===== config.mk =====
export PLATFORM = sky130hd
export DESIGN_NAME = ghost_mode_ctrl
export DESIGN_NICKNAME = d
export VERILOG_FILES = /design/src/rtl/ghost_mode_ctrl.sv
export SDC_FILE = /design/constraint.sdc
export NUM_CORES = 1
export LEC_CHECK = 0
export BUFFER_PORTS_ARGS = -buffer_cell sky130_fd_sc_hd__buf_4
export CAP_MARGIN = 30
export CORE_MARGIN = 2
export CORE_UTILIZATION = 50
export DETAILED_ROUTE_END_ITERATION = 10
export PLACE_DENSITY = 0.65
export SLEW_MARGIN = 20
export SYNTH_ARGS = -nofsm -noshare
export SYNTH_HDL_FRONTEND = slang
export SYNTH_SLANG_ARGS = --single-unit

===== constraint.sdc =====
create_clock -name clock -period 7.85 [get_ports clock]
set_input_delay 0 -clock clock [delete_from_list [all_inputs] [get_ports clock]]
set_output_delay 0 -clock clock [all_outputs]
set_load 0.01 [all_outputs]

===== src/rtl/ghost_mode_ctrl.sv =====
// ghost_mode_ctrl: per-ghost scatter/chase/frightened/eaten sequencer driving rotate and update strobes
module ghost_mode_ctrl #(
  parameter int TICK_DIV         = 16,
  parameter int SCATTER_TICKS    = 7,
  parameter int CHASE_TICKS      = 20,
  parameter int NUM_SCATTER      = 4,
  parameter int FRIGHT_TICKS     = 6,
  parameter int FRIGHT_LEVEL_MAX = 19
) (
  input  logic       clock,
  input  logic       reset,
  input  logic       enable,
  input  logic [4:0] level,
  input  logic       power_eaten,
  input  logic       ghost_caught,
  input  logic       at_house,
  output logic [3:0] mode,
  output logic       rotate,
  output logic       update,
  output logic [3:0] sched_phase
);
  typedef enum logic [1:0] {SCHED, FRIGHT, EATEN} state_t;
  localparam logic [15:0] TLAST = 16'(TICK_DIV - 1);
  localparam logic [15:0] THALF = 16'(TICK_DIV / 2);
  localparam logic [3:0]  PLAST = 4'(2 * NUM_SCATTER - 1);
  localparam logic [7:0]  SLOAD = 8'(SCATTER_TICKS - 1);
  localparam logic [7:0]  CLOAD = 8'(CHASE_TICKS - 1);
  localparam logic [7:0]  FLOAD = 8'(FRIGHT_TICKS - 1);
  state_t      state, state_n;
  logic [15:0] tcnt, tcnt_n;
  logic [7:0]  pcnt, pcnt_n, fcnt, fcnt_n;
  logic [3:0]  phase_n;
  logic        pend_p, pend_c, run, run_n, rot_n, upd_n;
  logic        tick, pwr, cgt;
  assign tick = enable && tcnt == TLAST;
  assign pwr  = (pend_p || power_eaten) && int'(level) < FRIGHT_LEVEL_MAX;
  assign cgt  = pend_c || ghost_caught;
  // the last phase index is odd, so an even phase is always a scatter phase
  assign mode = state == FRIGHT ? 4'b0010 : state == EATEN ? 4'b0001 :
                !sched_phase[0] ? 4'b0100 : 4'b1000;
  // next-state: tick counter, strobes, schedule and mode transitions at tick boundaries
  always_comb begin
    state_n = state;
    tcnt_n  = tcnt;
    pcnt_n  = pcnt;
    fcnt_n  = fcnt;
    phase_n = sched_phase;
    rot_n   = rotate;
    upd_n   = update;
    run_n   = run;
    if (enable) begin
      tcnt_n = tick ? 16'd0 : tcnt + 16'd1;
      upd_n  = tcnt_n < THALF;
      if (tcnt_n == THALF) rot_n = 1'b0;
    end
    if (tick) begin
      run_n = 1'b1;
      case (state)
        SCHED: begin
          // the first boundary after reset only starts phase 0; later ones retire a scheduled pulse
          if (run) begin
            if (pcnt != 8'd0) pcnt_n = pcnt - 8'd1;
            else if (sched_phase != PLAST) begin
              phase_n = sched_phase + 4'd1;
              pcnt_n  = sched_phase[0] ? SLOAD : CLOAD;
              rot_n   = 1'b1;
            end
          end
          if (pwr) begin
            state_n = FRIGHT;
            fcnt_n  = FLOAD;
            rot_n   = 1'b1;
          end
        end
        FRIGHT: begin
          if (cgt) state_n = EATEN;
          else if (pwr) begin
            fcnt_n = FLOAD;
            rot_n  = 1'b1;
          end
          else if (fcnt == 8'd0) state_n = SCHED;
          else fcnt_n = fcnt - 8'd1;
        end
        EATEN: state_n = at_house ? SCHED : EATEN;
        default: state_n = SCHED;
      endcase
    end
  end
  // state registers; pending events latch in any cycle and clear at each boundary
  always_ff @(posedge clock or posedge reset) begin
    if (reset) begin
      state       <= SCHED;
      tcnt        <= TLAST;
      pcnt        <= SLOAD;
      fcnt        <= 8'd0;
      sched_phase <= 4'd0;
      rotate      <= 1'b0;
      update      <= 1'b0;
      pend_p      <= 1'b0;
      pend_c      <= 1'b0;
      run         <= 1'b0;
    end else begin
      state       <= state_n;
      tcnt        <= tcnt_n;
      pcnt        <= pcnt_n;
      fcnt        <= fcnt_n;
      sched_phase <= phase_n;
      rotate      <= rot_n;
      update      <= upd_n;
      pend_p      <= tick ? 1'b0 : pend_p || power_eaten;
      pend_c      <= tick ? 1'b0 : pend_c || ghost_caught;
      run         <= run_n;
    end
  end
endmodule


==> out/qor.yml <==
timing:
  slew_viol_final: 0
  final.min_clock_period_ps: 2900
  hold_violations: 0
  max_freq_mhz: 344
  rsz0062_at_grt: "false"
  tightest_slew_ps: 687
  timing.final.crit_share_pct: 37.0
  fin_skew_ps: 11.3
  setup_viol: 0
  setup_tns_ps: 0
  slew_headroom_pct: 54.0
yosys:
  synth-main-ff-cell: "dfrtp_1"
  yosys_warnings: 0
  async_flop_share_pct: 100
  synth_nets: 304
  synthDistinctLibCells: 54
  synth-seq-area-share_pct: 42.0
  synthesis.area_um2: 2580
  synthCells: 286
  synth-edff-count: 0
  synth.ff_latch_count: 43
  avgSynthCellArea_um2: 9.01
die:
  fp.dieH_um: 75.8
  num_rows: 26
  die_area_um2: 5740
  start_util_pct: 51.1
  core_um2: 5040
  fp.dieW_um: 75.8
  io_pins: 21
layout:
  finalNonFillerCells: 370
  diodes: 0
  syn2layout_area_growth_pct: 10.3
  layout.nets: 317
  final_layout_size_suffix_gt1_share_pct: 14.7
  layout_common_cells: "dfrtp_1, nor2_1, o21ai_0, nand2_1, buf_4"
  fin_area_um2: 2840
  fillers: 477
  layout_commonest_cell: "dfrtp_1"
  final_util_pct: 56.4
worst_setup_path:
  crit_path_max_incr_delay_ps: 630
  worst_path_max_delay_cell: "or4_4"
  crit_chain: "ha_1, nand4_4, or2_0, or4_4, or4_1, mux2_1"
  r2r_setup_slack_ps: 4950
  cp-startpoint: "tcnt[1]$_DFFE_PP1P_"
  cp_max_fo: 13
  reg2reg_depth: 6
  r2r_start: "tcnt[1]$_DFFE_PP1P_"
  start_kind: "flop"
  required_ps: 8040
  worstSetupPathType: "flop to flop"
  crit_arrival_ps: 3090
  crit_path_end_kind: "flop"
  reg2reg_to: "pcnt[6]$_DFFE_PP0P_"
cts:
  clockBufferDepth: 2
  clkTransAtPathRegs_ps: 90
  clk_latency_ps: 300
  cts_tree: "built"
  clock_sinks: 43
  cts_buffers: 5
  cts_root_buffer: "clkbuf_8"
  htreeDepth: 2
  cts-resized-gates: 0
power_and_ir_drop:
  p_leak_nw: 1.23
  power-per-cell-area_nw_per_um2: 171
  max-vdd-ir-drop_uv: 173
routing:
  num_vias: 2107
  routed_wl_um: 5460
  drc: 0
  drt_iter0_drc: 83
  detail_route.wl_per_cell_um: 14.8
  vias_per_cell: 5.69
  drtAntennaViolNets: 0
  drtPass1Iterations: 6
placed_design:
  placed_cell_area_um2: 2740
  dpl.hpwl_um: 3900
  io_buffer_count: 20
  finalWeightedCongestion: 0.868
  dp.cells: 360
worst_hold_path:
  min_path_cells: 3
  min_from: "ghost_caught"
  min_to: "pend_c$_DFF_PP0_"
  hp-class: "input pin to flop"
flow_run:
  cap_viol_max_count: 0
global_route:
  grtUsageTotal_pct: 21.6
  grt_max_degree: 44
  grt_pass1_wl_um: 9470
  antenna_found_initial: 0
  gr-total-overflow: 0
  grt_pass1_vias: 1999
outcome:
  outcome: "finished clean"
## critical path, delay by kind of cell, from the launching register on
family	cells	cell delay, ps
simple gates	4	1590
flops	1	600
mux	1	310
fa+ha+maj	1	290
## metrics by stage
step                total power [W]  hold WS, ps  setup slack [ps]
finish                     0.000487         16.9              4950
CTS                        0.000494         1.37              4950
floorplan                  0.000338          154              5120
global placement           0.000350          172              4990
detailed placement         0.000351          175              4950
global route               0.000518         29.7              4790
## area by class of cell
cell class                 count  area (µm²)  area share [%]
inverter                      13        48.8            1.72
sequential                    43        1080            38.1
timing repair buffer          23         178            6.25
clock inverter                 2        12.5           0.440
tap                           70        87.6            3.08
clock buffer                   6        72.6            2.55
multi-input combinational    213        1360            47.9
## worst max-delay path by stage
stage                                      to  slack, ps
after floorplan           pcnt[6]$_DFFE_PP0P_       5120
after global placement    pcnt[6]$_DFFE_PP0P_       4990
after detailed placement  pcnt[6]$_DFFE_PP0P_       4950
after CTS                 pcnt[6]$_DFFE_PP0P_       4950
after global routing      pcnt[6]$_DFFE_PP0P_       4790
final                     pcnt[6]$_DFFE_PP0P_       4950
## power breakdown
group / switching [W] / internal (W) / total (W)
clock: 0.0000769 / 0.0000623 / 0.000139
combinational: 0.0000362 / 0.0000327 / 0.0000689
sequential: 0.0000370 / 0.000242 / 0.000279
total: 0.000150 / 0.000337 / 0.000487
## metal layers
| metal | track usage [%] | vias to the layer above | part of all wire, % |
|---|---|---|---|
| li1 | - | 1054 | - |
| met5 | 0 | - | 0 |
| met1 | 29.6 | 1030 | 49 |
| met3 | 4.50 | 6 | 2.0 |
| met4 | 5.46 | 0 | 0.82 |
| met2 | 34.9 | 17 | 48 |
## logic make-up after synthesis
group,Yosys count,share of synthesized area (%)
compound gates,55,14.4
xor+xnor,17,5.78
mux,5,2.09
fa+ha+maj,7,3.40
flops,43,42.0
simple gates,129,27.1
buf+inv,30,5.15
## cell usage after synthesis, types with 3 or more instances
| cell | number | area, µm² |
|---|---|---|
| or2_2 | 3 | 18.8 |
| ha_1 | 7 | 87.6 |
| buf_2 | 4 | 20.0 |
| nor2_1 | 35 | 131 |
| o22a_1 | 3 | 26.3 |
| inv_1 | 13 | 48.8 |
| xnor2_1 | 11 | 96.3 |
| nor4_1 | 8 | 50.1 |
| or4_1 | 3 | 22.5 |
| o21ai_0 | 21 | 105 |
| a21oi_1 | 5 | 25.0 |
| nand2b_1 | 6 | 37.5 |
| nor2b_1 | 3 | 18.8 |
| or3_1 | 11 | 68.8 |
| a211o_1 | 3 | 26.3 |
| dfstp_2 | 6 | 158 |
| nand4_1 | 8 | 50.1 |
| dfrtp_1 | 37 | 926 |
| nand2_1 | 21 | 78.8 |
| nor3_1 | 9 | 45.0 |
| o31ai_1 | 6 | 45.0 |
| xor2_1 | 6 | 52.6 |
| nand3_1 | 7 | 35.0 |
| clkbuf_1 | 10 | 37.5 |
## sequential cells by signal (all words and copies together) (netlist names)
signal	count
fcnt	8
pcnt	8
pend_c	1
pend_p	1
rotate	1
run	1
sched_phase	4
state	2
tcnt	16
update	1
## what timing repair did
item                                   in CTS  in global routing
buffers inserted                            0                  0
endpoints found under the hold margin      38                  0
hold buffers                                2                  0
Note: power is estimated with default switching activity, not from simulation.
